`config.mk`:
```
export PLATFORM = sky130hd
export DESIGN_NAME = dcache_load_unit
export DESIGN_NICKNAME = d
export VERILOG_FILES = /design/src/rtl/dcache_load_unit.sv
export SDC_FILE = /design/constraint.sdc
export NUM_CORES = 1
export LEC_CHECK = 0
export CAP_MARGIN = 25
export CELL_PAD_IN_SITES_DETAIL_PLACEMENT = 1
export CELL_PAD_IN_SITES_GLOBAL_PLACEMENT = 1
export CORE_MARGIN = 8
export CORE_UTILIZATION = 36
export DETAILED_ROUTE_END_ITERATION = 16
export GPL_ROUTABILITY_DRIVEN = 0
export GPL_TIMING_DRIVEN = 0
export PLACE_DENSITY_LB_ADDON = 0.1
export RECOVER_POWER = 25
export SYNTH_ARGS = -nofsm -noshare
export SYNTH_HDL_FRONTEND = slang
export SYNTH_SLANG_ARGS = --single-unit
```
`constraint.sdc`:
```
create_clock -name clk -period 3.6 [get_ports clk]
set_input_delay 1.08 -clock clk [delete_from_list [all_inputs] [get_ports clk]]
set_output_delay 1.08 -clock clk [all_outputs]
set_load 0.01 [all_outputs]
```
`src/rtl/dcache_load_unit.sv`:
```
// MEM-stage load unit: waits for the D-cache word, extracts and extends the
// addressed byte/half/word, and holds the result while writeback is stalled.
`ifndef DATA_SIZE
`define DATA_SIZE 32
`endif

module dcache_load_unit (
   input  logic                    clk,
   input  logic                    rst,
   input  logic                    load_req,
   input  logic [2:0]              funct3,
   input  logic [1:0]              addr_low,
   input  logic [`DATA_SIZE-1:0]   Dcache_out,
   input  logic                    D_wait,
   input  logic                    stall_WB,
   output logic [`DATA_SIZE-1:0]   load_data,
   output logic                    load_valid,
   output logic                    stall_MEM,
   output logic                    load_err
);

   localparam int DW = `DATA_SIZE;

   typedef enum logic [1:0] {
      IDLE = 2'd0,
      WAIT = 2'd1,
      HOLD = 2'd2
   } state_t;

   state_t      state_r;
   state_t      next_state_s;
   logic [2:0]  f3_r;
   logic [1:0]  al_r;
   logic        legal_s;
   logic        capture_s;
   logic        valid_next_s;
   logic        err_next_s;
   logic        stall_s;

   function automatic logic is_legal(input logic [2:0] f3, input logic [1:0] al);
      logic ok;
      case (f3)
         3'b000, 3'b100: ok = 1'b1;
         3'b001, 3'b101: ok = (al[0] == 1'b0);
         3'b010:         ok = (al == 2'b00);
         default:        ok = 1'b0;
      endcase
      return ok;
   endfunction

   function automatic logic [DW-1:0] extract_load(input logic [2:0] f3,
                                                  input logic [1:0] al,
                                                  input logic [DW-1:0] word);
      logic [7:0]    byte_v;
      logic [15:0]   half_v;
      logic [DW-1:0] res;
      byte_v = word[{al, 3'b000} +: 8];
      half_v = word[{al[1], 4'b0000} +: 16];
      case (f3)
         3'b000:  res = {{(DW-8){byte_v[7]}}, byte_v};
         3'b001:  res = {{(DW-16){half_v[15]}}, half_v};
         3'b100:  res = {{(DW-8){1'b0}}, byte_v};
         3'b101:  res = {{(DW-16){1'b0}}, half_v};
         3'b010:  res = word;
         default: res = {DW{1'b0}};
      endcase
      return res;
   endfunction

   assign legal_s   = is_legal(funct3, addr_low);
   assign stall_MEM = stall_s;

   // Next-state, stall and result-register control for the load FSM
   always_comb begin
      next_state_s = state_r;
      stall_s      = 1'b0;
      capture_s    = 1'b0;
      valid_next_s = 1'b0;
      err_next_s   = 1'b0;
      case (state_r)
         IDLE: begin
            if (load_req) begin
               if (legal_s) begin
                  next_state_s = WAIT;
                  stall_s      = 1'b1;
               end else begin
                  err_next_s = 1'b1;
               end
            end else begin
               next_state_s = IDLE;
            end
         end
         WAIT: begin
            if (D_wait) begin
               stall_s = 1'b1;
            end else begin
               capture_s    = 1'b1;
               valid_next_s = 1'b1;
               next_state_s = stall_WB ? HOLD : IDLE;
            end
         end
         HOLD: begin
            stall_s = 1'b1;
            if (stall_WB) begin
               valid_next_s = 1'b1;
            end else begin
               next_state_s = IDLE;
            end
         end
         default: begin
            next_state_s = IDLE;
         end
      endcase
   end

   // State, latched request fields and registered outputs
   always_ff @(posedge clk or negedge rst) begin
      if (!rst) begin
         state_r    <= IDLE;
         f3_r       <= 3'b000;
         al_r       <= 2'b00;
         load_data  <= {DW{1'b0}};
         load_valid <= 1'b0;
         load_err   <= 1'b0;
      end else begin
         state_r    <= next_state_s;
         load_valid <= valid_next_s;
         load_err   <= err_next_s;
         if (state_r == IDLE && load_req && legal_s) begin
            f3_r <= funct3;
            al_r <= addr_low;
         end
         if (capture_s) begin
            load_data <= extract_load(f3_r, al_r, Dcache_out);
         end
      end
   end

endmodule

```
# Word level (Yosys, flattened, before mapping)
# Index checks and enable logic that the tools add are counted.
# totals
register_bits,41
in_bits,42
out_inout_bits,35
elab_cells,50
# classes
n_eq_ne,13
n_shift,2
muxes,19
bitwise,1
reduce_logical,9
# ops
op,n
$pmux W32 S5,1
$shiftx A32 B6 Y16,1
$shiftx A32 B6 Y8,1
$eq A3 B3 Y1 const B,4
$mux W2,5
$mux W1,9
$eq A3 B1 Y1 const B,2
$eq A3 B2 Y1 const B,2
$logic_not A3 Y1,2
$pmux W1 S3,2
$pmux W2 S3,1
$logic_not A2 Y1,2
$ne A2 B2 Y1 const B,2
$reduce_or A2 Y1,2
$ne A3 B3 Y1 const B,1
$reduce_and A3 Y1,1
$eq A2 B1 Y1 const B,1
$eq A2 B2 Y1 const B,1
$logic_and A1 B1 Y1,2
$pmux W1 S2,1
$not A1 Y1,1

# Depth between registers and ports, before layout
# depth
ltp_word,6
ltp_mapped,8
ltp_nobuf,5

# Worst setup path after synthesis
# No wires, ideal clock.
# synth_path
path_type,in2out
startpoint,input addr_low[1]
endpoint,output stall_MEM
arrival_time_ns,1.998
t_required_ns,2.520
path_slack_ns,0.522
cell_stages,4
n_path_buf,0
cell_sequence,o31a_1 -> o22ai_2 -> nand3_1 -> a21oi_1
# synth_via
elab_chain_len,5
# synth_lines
element,line,rtl
"start, declared",12,"input logic [1:0] addr_low,"
$logic_not A2 Y1,45,3'b010: ok = (al == 2'b00);
$pmux W1 S3,42,case (f3)
$mux W1,83,if (legal_s) begin
$mux W1,82,if (load_req) begin
$pmux W1 S3,80,case (state_r)
"end, declared",18,"output logic stall_MEM,"
# Every way passes these cells.

# Worst setup path in the final report
# Same ends and word-level chain as after synthesis.

==> metrics <==
status=finished clean; Final ANT Viol Nets=0; gr usage total=between 10% and 20%; clock skew=~0.0046 ns; initial core utilization=between 30% and 40%; Clock Path Buffers=2; Post-Syn Area per Cell=between 10 and 15 sq um; root buf cell=clkbuf_8; reg2reg end=load_data[18]; Syn Inst Count=172; WHS Endpoint=load_data[11]; CTS tree=built; sequential area share after synthesis=~50%; Main synth FF type=dfrtp_1; diodes inserted=0; Max Freq=about 0.29 GHz; core area=5510 sq um; RSZ-0062 raised after global routing=false; Yosys reg bits=between 40 and 50; H-tree levels=2; count of final max-slew check failures=0; vias in the first global route=roughly 2000; most common cell after layout, fill and taps aside=clkdlybuf4s50_1; clk sinks=between 40 and 50; EDFF count, synth=0; PortBufs=76; Worst EP arrival=2.42 ns; Crit Path Class=in -> out; drt pass-1 iters=5; worst path bufs/invs=2; CP Launch Type=input pin; Boundary Pins=slightly below 80; setup violators final=0; clock transition at the registers of the reported paths=0.08 ns; reg2reg start=state_r[1]; Die Area=between 8000 and 9000 sq um; Iter 0 DRT Violations=119; Power per Cell Area=around 700 nW/um^2; async set-reset flop share out of synthesis=between 90% and 100%; clk_lat worst skew=0.30 ns; antenna violations before repair=0; Area Overhead vs Synth=48.3%; pre-CTS setup slack=-0.551 ns; WHS Path Cells=2; Pleak=around 0.0013 uW; reg2reg path depth=8; Top delay family on crit path=buffers and inverters; largest net degree at the start of global routing=23; CTS buffer count=5; Nets=roughly 300; crit-path cells=clkdlybuf4s50_1, o31a_1, o22ai_4, nand3_4, a21oi_2, clkdlybuf4s15_2; max incr delay on CP=between 0.4 and 0.5 ns; Die Width=91.4 microns; Crit-path slowest cell=clkdlybuf4s50_1; Hold Crit Start=load_data[11]; relative slew slack=between 10% and 20%; global-route wire length before repair=roughly 11000 microns; most frequent cells in the layout=73 x clkdlybuf4s50_1, 41 x dfrtp_1, 17 x nand2_1, 17 x a221o_1, 14 x mux2_2; Cell variety after synth=35; hold-fix buffers at CTS=0; Design Area, Final=roughly 3000 sq um; GRT overflow=0; die extent in y=91.4 microns; HP Class=reg -> reg; Worst Tran Pin Value=1.22 ns; row count=27; post-detail-place hpwl=around 5000 microns; Hold Fails Final Rpt=0; Syn Std Cell Area=roughly 2000 sq um; flop-to-flop setup slack=approximately 1.7 ns; fin crit period=around 3.5 ns; Max FO, Critical Path=2; Avg WL per Cell=between 15 and 20 microns; DRC Markers=0; critical path endpoint category=output pin; vias after detailed routing=1822; ratio of cells with drive above 1 in the final layout=between 10% and 20%; crit share post-route=between 90% and 100%; MaxCap Viol Count=0; total wire length=approximately 6600 microns; Placed Area=between 2000 and 3000 sq um; maximum vdd drop=284 uV; final worst setup slack=0.0985 ns; Post-Syn Nets=approximately 220; Synth Warn #=0; Crit path required time=around 2.5 ns; Via density=5.50
==> cell usage after synthesis, types with 3 or more instances <==
library cell	count	area share, %
nand2_1	17	3.1
nor2b_1	3	0.92
a222oi_1	7	3.4
clkbuf_1	6	1.1
o21ai_0	6	1.5
nor2_1	5	0.92
dfrtp_1	41	50
o21ai_1	11	2.7
ha_1	4	2.4
a221oi_1	8	3.4
buf_2	4	0.98
a21oi_1	4	0.98
a221o_1	17	8.3
mux2_2	14	7.7
==> sequential cells by signal (all words and copies together), names as in the netlist <==
signal      cells
load_data      32
f3_r            3
al_r            2
state_r         2
load_err        1
load_valid      1
==> per-stage QoR <==
stage	hold slack [ns]	power [uW]	setup TNS [ns]	cells	util [%]
after floorplan	0.506	1320	0	172	-
after global placement	0.468	1760	-0.556	320	52.6
after detailed placement	0.477	1790	-0.551	321	53.0
after CTS	0.494	2130	0	330	55.4
after global routing	0.525	2270	0	331	55.1
final	0.485	2110	0	331	55.1
==> per-layer routing <==
layer  wire length (microns)  part of all wire (%)  GRT usage, %  vias to the layer above
met5                       0                     0             0                        -
met2                    2970                    45          24.3                       75
met3                     546                   8.3          6.09                       11
met4                     129                   2.0          5.32                        0
li1                        -                     -             -                      845
met1                    2920                    44          20.9                      891
==> what timing repair did <==
item	in CTS	in global routing
hold endpoints to repair	0	0
pin swaps	1	1
setup buffers	1	1
endpoints found under the setup margin	1	1
resized for setup	8	0
==> power breakdown <==
group	internal [uW]	total (uW)	leakage, uW	switching, uW
Sequential	602	701	0.000538	99.7
Combinational	560	1070	0.000661	514
Clock	173	337	0.0000542	164
Total	1340	2110	0.00125	778
==> logic make-up after synthesis <==
group / synth area share [%]
and+or+nand+nor: 10.8
adders and majority gates: 2.45
buffers and inverters: 3.73
muxes: 9.66
DFF: 50.2
AOI/OAI and AO/OA: 23.2
==> layout make-up <==
| cell class | instances | area (sq um) |
|---|---|---|
| Fill cell | 582 | 2470 |
| Multi-Input combinational cell | 116 | 967 |
| Tap cell | 72 | 90.1 |
| Inverter | 2 | 7.51 |
| Buffer | 13 | 68.8 |
| Sequential cell | 41 | 1030 |
| Timing Repair Buffer | 79 | 773 |
| Clock buffer | 7 | 96.3 |
| Clock inverter | 1 | 5.00 |
==> worst max path at each step <==
stage | start | endpoint | cells after the start
floorplan | addr_low[1] | stall_MEM | 4
global placement | funct3[0] | stall_MEM | 6
detailed placement | funct3[0] | stall_MEM | 6
CTS | addr_low[1] | stall_MEM | 6
global route | addr_low[1] | stall_MEM | 6
finish | addr_low[1] | stall_MEM | 6
==> worst reg2reg max path, stage by stage, from the launching register on <==
cell      delay (ns)
dfrtp_1         0.41
inv_1           0.08
ha_1            0.22
nand2b_1        0.09
buf_2           0.24
nor2b_1         0.07
buf_2           0.18
buf_4           0.20
a221o_1         0.31
Note: power is estimated with default switching activity, not from simulation.
